[config.mk]
export PLATFORM = sky130hd
export DESIGN_NAME = alu_exec_stage
export DESIGN_NICKNAME = d
export VERILOG_FILES = /design/src/rtl/alu_exec_pkg.sv /design/src/rtl/alu_core.sv /design/src/rtl/alu_exec_stage.sv
export SDC_FILE = /design/constraint.sdc
export NUM_CORES = 1
export LEC_CHECK = 0
export ABC_AREA = 1
export BUFFER_PORTS_ARGS = -buffer_cell sky130_fd_sc_hd__buf_2
export CELL_PAD_IN_SITES_DETAIL_PLACEMENT = 1
export CELL_PAD_IN_SITES_GLOBAL_PLACEMENT = 1
export CORE_UTILIZATION = 43
export CTS_CLUSTER_SIZE = 8
export DETAILED_ROUTE_END_ITERATION = 16
export PLACE_DENSITY = 0.94
export REMOVE_ABC_BUFFERS = 1
export SETUP_SLACK_MARGIN = 0.2
export SLEW_MARGIN = 20
export SYNTH_ARGS = -nofsm -noshare
export SYNTH_HDL_FRONTEND = slang
export SYNTH_HIERARCHICAL = 1
export SYNTH_SLANG_ARGS = --single-unit
[constraint.sdc]
create_clock -name clk -period 4.1 [get_ports clk]
set_input_delay 0.82 -clock clk [delete_from_list [all_inputs] [get_ports clk]]
set_output_delay 0.82 -clock clk [all_outputs]
set_load 0.01 [all_outputs]
[src/rtl/alu_exec_pkg.sv]
// Shared constants for the ALU execute stage: control codes, default width and buffer depth.
// Optional feature macro: ALU_EXEC_OVF_EN (adds signed-overflow flag).
package alu_exec_pkg;

  localparam logic [2:0] ALU_ADD = 3'b000;
  localparam logic [2:0] ALU_SUB = 3'b001;
  localparam logic [2:0] ALU_AND = 3'b010;
  localparam logic [2:0] ALU_OR  = 3'b011;
  localparam logic [2:0] ALU_SLT = 3'b100;
  localparam logic [2:0] ALU_XOR = 3'b101;
  localparam logic [2:0] ALU_NOR = 3'b110;
  localparam logic [2:0] ALU_SLL = 3'b111;

  localparam int ALU_WIDTH = 32;
  localparam int DEPTH     = 2;

endpackage

[src/rtl/alu_core.sv]
// Purely combinational ALU: (alu_ctr, a, b) -> res, plus signed overflow when ALU_EXEC_OVF_EN is defined.
module alu_core
  import alu_exec_pkg::*;
#(
  parameter int WIDTH = ALU_WIDTH
) (
  input  logic [2:0]       alu_ctr,
  input  logic [WIDTH-1:0] a,
  input  logic [WIDTH-1:0] b,
  output logic [WIDTH-1:0] res
`ifdef ALU_EXEC_OVF_EN
  ,
  output logic             ovf
`endif
);

  logic slt_bit;

  assign slt_bit = ($signed(a) < $signed(b));

  always_comb begin
    res = '0;
    case (alu_ctr)
      ALU_ADD: res = a + b;
      ALU_SUB: res = a - b;
      ALU_AND: res = a & b;
      ALU_OR:  res = a | b;
      ALU_SLT: res = {{(WIDTH-1){1'b0}}, slt_bit};
      ALU_XOR: res = a ^ b;
      ALU_NOR: res = ~(a | b);
      ALU_SLL: res = a << b[4:0];
    endcase
  end

`ifdef ALU_EXEC_OVF_EN
  // Overflow only exists for the arithmetic codes; judged from operand and result sign bits.
  always_comb begin
    ovf = 1'b0;
    case (alu_ctr)
      ALU_ADD: ovf = (a[WIDTH-1] == b[WIDTH-1]) && (res[WIDTH-1] != a[WIDTH-1]);
      ALU_SUB: ovf = (a[WIDTH-1] != b[WIDTH-1]) && (res[WIDTH-1] != a[WIDTH-1]);
      default: ovf = 1'b0;
    endcase
  end
`endif

endmodule

[src/rtl/alu_exec_stage.sv]
// ALU execute stage: computes on accept and parks results in a 2-entry FIFO with valid/ready on both sides.
// Optional feature macro: ALU_EXEC_OVF_EN (adds the ovf output and per-entry overflow storage).
module alu_exec_stage
  import alu_exec_pkg::*;
#(
  parameter int WIDTH = ALU_WIDTH
) (
  input  logic             clk,
  input  logic             reset,
  input  logic             in_valid,
  output logic             in_ready,
  input  logic [2:0]       alu_ctr,
  input  logic [WIDTH-1:0] op_a,
  input  logic [WIDTH-1:0] op_b,
  output logic             out_valid,
  input  logic             out_ready,
  output logic [WIDTH-1:0] result,
  output logic             zero
`ifdef ALU_EXEC_OVF_EN
  ,
  output logic             ovf
`endif
);

  logic [WIDTH-1:0] core_res;
  logic [WIDTH-1:0] res_mem [DEPTH];
  logic             zero_mem [DEPTH];
  logic [WIDTH-1:0] last_res;
  logic             last_zero;
  logic             wr_ptr;
  logic             rd_ptr;
  logic [1:0]       count;
  logic             push;
  logic             pop;

`ifdef ALU_EXEC_OVF_EN
  logic             core_ovf;
  logic             ovf_mem [DEPTH];
  logic             last_ovf;
`endif

  alu_core #(.WIDTH(WIDTH)) u_alu_core (
    .alu_ctr (alu_ctr),
    .a       (op_a),
    .b       (op_b),
    .res     (core_res)
`ifdef ALU_EXEC_OVF_EN
    ,
    .ovf     (core_ovf)
`endif
  );

  // Ready depends only on registered occupancy, so out_ready never reaches in_ready.
  assign in_ready  = (count != 2'(DEPTH));
  assign out_valid = (count != 2'd0);
  assign push      = in_valid && in_ready;
  assign pop       = out_valid && out_ready;

  // When empty the outputs show the most recently popped entry rather than stale storage.
  assign result = out_valid ? res_mem[rd_ptr]  : last_res;
  assign zero   = out_valid ? zero_mem[rd_ptr] : last_zero;
`ifdef ALU_EXEC_OVF_EN
  assign ovf    = out_valid ? ovf_mem[rd_ptr]  : last_ovf;
`endif

  always_ff @(posedge clk) begin
    if (reset) begin
      wr_ptr    <= 1'b0;
      rd_ptr    <= 1'b0;
      count     <= 2'd0;
      last_res  <= '0;
      last_zero <= 1'b0;
      for (int i = 0; i < DEPTH; i++) begin
        res_mem[i]  <= '0;
        zero_mem[i] <= 1'b0;
      end
`ifdef ALU_EXEC_OVF_EN
      last_ovf <= 1'b0;
      for (int i = 0; i < DEPTH; i++) begin
        ovf_mem[i] <= 1'b0;
      end
`endif
    end else begin
      if (push) begin
        res_mem[wr_ptr]  <= core_res;
        zero_mem[wr_ptr] <= (core_res == '0);
`ifdef ALU_EXEC_OVF_EN
        ovf_mem[wr_ptr]  <= core_ovf;
`endif
        wr_ptr <= ~wr_ptr;
      end
      if (pop) begin
        last_res  <= res_mem[rd_ptr];
        last_zero <= zero_mem[rd_ptr];
`ifdef ALU_EXEC_OVF_EN
        last_ovf  <= ovf_mem[rd_ptr];
`endif
        rd_ptr <= ~rd_ptr;
      end
      case ({push, pop})
        2'b10:   count <= count + 2'd1;
        2'b01:   count <= count - 2'd1;
        default: count <= count;
      endcase
    end
  end

endmodule

# Word level (Yosys, flattened, before mapping)
# Memories as Yosys holds them, arrays and structs flattened. A register that Yosys moved wholly into a read port is not among the register bits.
# Index checks and enable logic that the tools add are counted.
[word_totals]
ram_bits = 66
reg_bits = 37
n_memories = 2
output_inout_bits = 35
[op_classes]
order_cmp = 1
n_eq_ne = 10
addsub = 4
muxes = 19
reduce_logical = 8
shifts = 1
bitwise_logic = 6
[memory_table]
columns = ["name", "words", "word_bits", "rd", "rd_ports_with_merged_regs", "write_ports", "line_no", "source"]
rows = [
  ["res_mem", 2, 32, 1, 1, 2, "alu_exec_stage.sv:26", "logic [WIDTH-1:0] res_mem [DEPTH];"],
  ["zero_mem", 2, 1, 1, 1, 2, "alu_exec_stage.sv:27", "logic zero_mem [DEPTH];"],
]
[op_table]
columns = ["operator", "n"]
rows = [
  ["$pmux W32 S8", 1],
  ["$mux W32", 2],
  ["$add A32 B32 Y32", 1],
  ["$and A32 B32 Y32", 1],
  ["$logic_not A32 Y1", 1],
  ["$lt A32 B32 Y1", 1],
  ["$not A32 Y32", 1],
  ["$or A32 B32 Y32", 1],
  ["$reduce_or A32 Y1", 1],
  ["$shl A32 B5 Y32", 1],
  ["$sub A32 B32 Y32", 1],
  ["$xor A32 B32 Y32", 1],
  ["$mux W1", 15],
  ["$eq A3 B3 Y1 const B", 4],
  ["$eq A3 B2 Y1 const B", 2],
  ["$pmux W2 S2", 1],
  ["$reduce_bool A2 Y1", 2],
  ["$eq A3 B1 Y1 const B", 1],
  ["$logic_not A3 Y1", 1],
  ["$add A2 B1 Y2 const B", 1],
  ["$eq A2 B1 Y1 const B", 1],
  ["$eq A2 B2 Y1 const B", 1],
  ["$logic_and A1 B1 Y1", 2],
  ["$ne A2 B2 Y1 const B", 1],
  ["3 further kinds", 4],
]

# Longest topological paths before layout
[depth]
depth_word = 7
depth_mapped = 21
ltp_nobuf = 20

# Cells and area by module
# Netlist, hierarchy kept.
[by_module_without_submodules]
columns = ["mod", "cells_each", "area_per_inst_um2", "seq_area_each_um2", "n_inst"]
rows = [
  ["alu_core", 1554, 7782.5, 0.0, 1],
  ["alu_exec_stage", 552, 4755.8, 2742.6, 1],
]

# Least setup slack after synthesis
# OpenSTA, ideal clock, no wires.
[synth_timing]
path_type = "input -> register"
start = "input op_b[3]"
end = "memory zero_mem[1] (data pin)"
t_arrival_ns = 2.947
cell_stages = 19
path_buffers = 2
setup_time_ns = 0.157
setup_slack_ns = 0.996
path_cell_list = "clkinv_1 > clkbuf_1 > ha_1 > buf_6 > a21oi_1 > o21ai_2 > nand2_1 > nand2_1 > nand2_1 > nand2_1 > nand2_1 > nand3_1 > nand3_1 > nand3_1 > nor2_1 > nand2_1 > nor2_1 > nand2_1 > nor3_1"
[synth_lines]
columns = ["element", "line_no", "source"]
rows = [
  ["start, declared", "alu_exec_stage.sv:14", "input logic [WIDTH-1:0] op_b,"],
  ["end, declared", "alu_exec_stage.sv:27", ""],
]

==> impl_results.md <==
- Gate Count Post-Synth: 2106
- Number of synthesized register bits: 104
- Vias/cell: 5.78
- Tmin final: 3.62 ns
- Vias in the first global route: 14926
- CTS tree: built
- Filler cells: 4119
- RD Place Congestion: 1.00
- Clock Skew: 0.00766 ns
- Worst-Margin Slew: 1.06 ns
- Clock Tree Root: clkbuf_16
- IO Count: 106
- Worst R2R Path Depth: 7
- Die Height: 173 um
- Initial antenna violation count: 0
- CP max FO: 8
- Ratio of cells with drive above 1 in the final layout: 0.0946
- Syn Area/Cell: 5.95 sq um
- Area growth syn-to-layout: 8.56%
- First-pass GRT wire length: 83300 um
- Final Hold Fails: 0
- H-tree lvl count: 3
- Hold Startpoint: last_res[18]
- Core ar.: 0.0287 sq mm
- Final WS setup: 0.485 ns
- Setup bufs post-CTS: 0
- Die W: 173 um
- CTS sink cnt: 104
- Worst path arrival time: 3.78 ns
- Relative slew margins: 0.291
- Skew-Pair Late Insertion Delay: 0.35 ns
- Footprint of the multi-input gates: 0.00795 sq mm
- WL met1: 23000 um
- Maximum clock frequency: 277 MHz
- Final ANT Viol Nets: 0
- # DRC: 0
- Sequential element share of the synthesized area: 0.219
- Sequential cell area: 0.00274 sq mm
- Power per standard cell area: 308 mW/mm^2
- Post-placement cell area: 0.0133 sq mm
- Post-CTS Hold Fix Bufs: 0
- Mapped cell area: 0.0125 sq mm
- Initial core utilization: 0.437
- Ant diodes: 0
- PortBufs: 105
- R2R Setup Slk: 1.94 ns
- Fin crit share: 0.882
- Ys Warns: 6
- Final-report max-slew violation count: 0
- Final Power: 0.00419 W
- R2r endpoint: res_mem[0][29]
- Largest net degree at the start of global routing: 67
- MaxCap Viol Count: 0
- Final setup viols: 0
- Worst min-delay path class: reg2reg
- First-iteration detailed-routing DRC count: 1142
- Design area: 0.0136 sq mm
- Setup TNS: 0 ns
- Layout Nets: 2344
- Post-CTS sizing: 0
- TritonCTS buffer count: 9
- Worst Setup End Kind: register
- Leakage: 6.85 nW
- Top FF cell, synth: edfxtp_1
- Synth top area share: 0.168
- Hold path depth: 2
- Critical Path RT: 4.27 ns
- Num rows: 62
- Total Wirelength: 54300 um
- Critical path class: in2reg
- Core Util, Final: 0.474
- Dpl ws: 0.244 ns
- Critical path launch point type: primary input
- DR pass1 iterations: 10
- Met2 Wirelength: 25600 um
- Top layer in use: met4
- Area contributors post-synth: nand2_1 (17%), edfxtp_1 (16%), inv_1 (9.9%)
- Total grt overflow: 0
- Outcome: finished, final reports clean
- RSZ-0062 raised after global routing: false
- Post-synth EDFFs: 66
- Met3 wire len: 3360 um
- Overall routing resource usage: 0.358
- Critical R2R Launch: count[0]
- Netlist cell types: 49
- WL/cell: 21.2 um
- Peak VDD IR: 0.226 mV
- Die footprint: 0.0298 sq mm
- Post-synthesis async set-or-reset flop share: 0
- HPWL after DPL: 44800 um
- Hold worst-path end: last_res[18]
- Detailed-route via count: 14797
- Max clock buf depth: 2
- Synth area leader: nand2_1
- Worst-path clk slew: 0.07 ns
## final cells by class
class,count,share of cell area
clock buffer,10,0.0168
clock inverter,6,0.00267
inverter,342,0.0943
multi-input combinational,1562,0.584
sequential,104,0.202
tap,384,0.0353
timing repair buffer,154,0.0656
## synthesized netlist by cell type (2+ instances only)
library cell  number
nand2_1          562
inv_1            331
nand3_1          216
nor2_1           212
o21ai_0          189
a21oi_1          125
ha_1              98
edfxtp_1          66
buf_2             49
dfxtp_1           38
nand4_1           22
clkbuf_1          19
a221oi_1          16
nor3_1            14
o22ai_1           14
buf_6             13
o21ai_1           13
nor2_2            12
buf_4             11
inv_2             10
o21bai_1           8
xor2_1             8
o2111ai_1          6
nand3b_1           5
nor4_1             5
o211ai_1           4
o221ai_1           4
a211oi_1           3
buf_1              3
clkbuf_2           3
nand2_2            3
or2_2              3
a31oi_1            2
and2_1             2
fa_1               2
nand2_4            2
## through the flow
stage | cells | hold WS (ns)
floorplan | 2008 | 0.426
global placement | 2546 | 0.430
detailed placement | 2546 | 0.441
CTS | 2562 | 0.454
global route | 2562 | 0.465
finish | 2562 | 0.450
## cell usage in the layout (no fill, tap or decap), drive strengths merged, types with 4 or more instances in the layout
cell,Yosys,final
a21oi,125,125
buf,76,154
nor3,15,15
o211ai,4,4
nand2,567,567
o2111ai,6,6
o21ai,203,203
o22ai,14,14
nand3b,5,5
ha,98,98
clkinv,1,5
nand3,217,217
xor2,8,8
a221oi,16,16
o21bai,8,8
dfxtp,38,38
clkbuf,22,10
inv,341,341
nor2,225,225
nor4,5,5
o221ai,4,4
nand4,23,23
edfxtp,66,66
## registers in the layout, indices dropped and copies added, names as in the netlist, named ones only
| register | flops |
|---|---|
| rd_ptr | 1 |
| wr_ptr | 1 |
| last_zero | 1 |
| zero_mem | 2 |
| count | 2 |
| res_mem | 64 |
| last_res | 32 |
## worst max-delay path, stage by stage
cell     delay, ns
buf_2         0.12
inv_1         0.08
ha_1          0.52
nand2_1       0.15
nor2_1        0.24
nor3b_1       0.48
nand3_1       0.26
nand3_1       0.15
nand2_1       0.06
nand3_1       0.07
nand3_1       0.17
nor2_1        0.16
nand3_1       0.13
nor2_1        0.12
nand2_1       0.08
nor3_1        0.18
## power breakdown
group / switching [W] / internal (W) / total (W)
Combinational: 0.00144 / 0.000609 / 0.00205
Sequential: 0.0000912 / 0.00127 / 0.00136
Clock: 0.000370 / 0.000408 / 0.000778
## how the worst max path moves through the flow
| stage | end | cells after the start | slack (ns) | from |
|---|---|---|---|---|
| floorplan | zero_mem[1] | 13 | 0.57 | alu_ctr[2] |
| global placement | zero_mem[1] | 16 | 0.32 | op_a[18] |
| detailed placement | zero_mem[0] | 16 | 0.24 | op_a[18] |
| CTS | zero_mem[0] | 16 | 0.58 | op_a[18] |
| global route | zero_mem[0] | 19 | 0.26 | op_b[3] |
| finish | zero_mem[0] | 16 | 0.48 | op_a[18] |
## kinds of logic after synthesis
kind of cell,synth area share
DFF,0.219
adders and majority gates,0.101
and+or+nand+nor,0.357
xor gates and xnor gates,0.00559
AOI/OAI and AO/OA,0.170
buffers and inverters,0.148
## metal layers
metal | track usage | vias up
met5 | 0 | -
met3 | 0.0325 | 135
met2 | 0.617 | 581
met1 | 0.458 | 7160
met4 | 0.150 | 0
li1 | - | 6921
(Power assumes the default switching activity.)
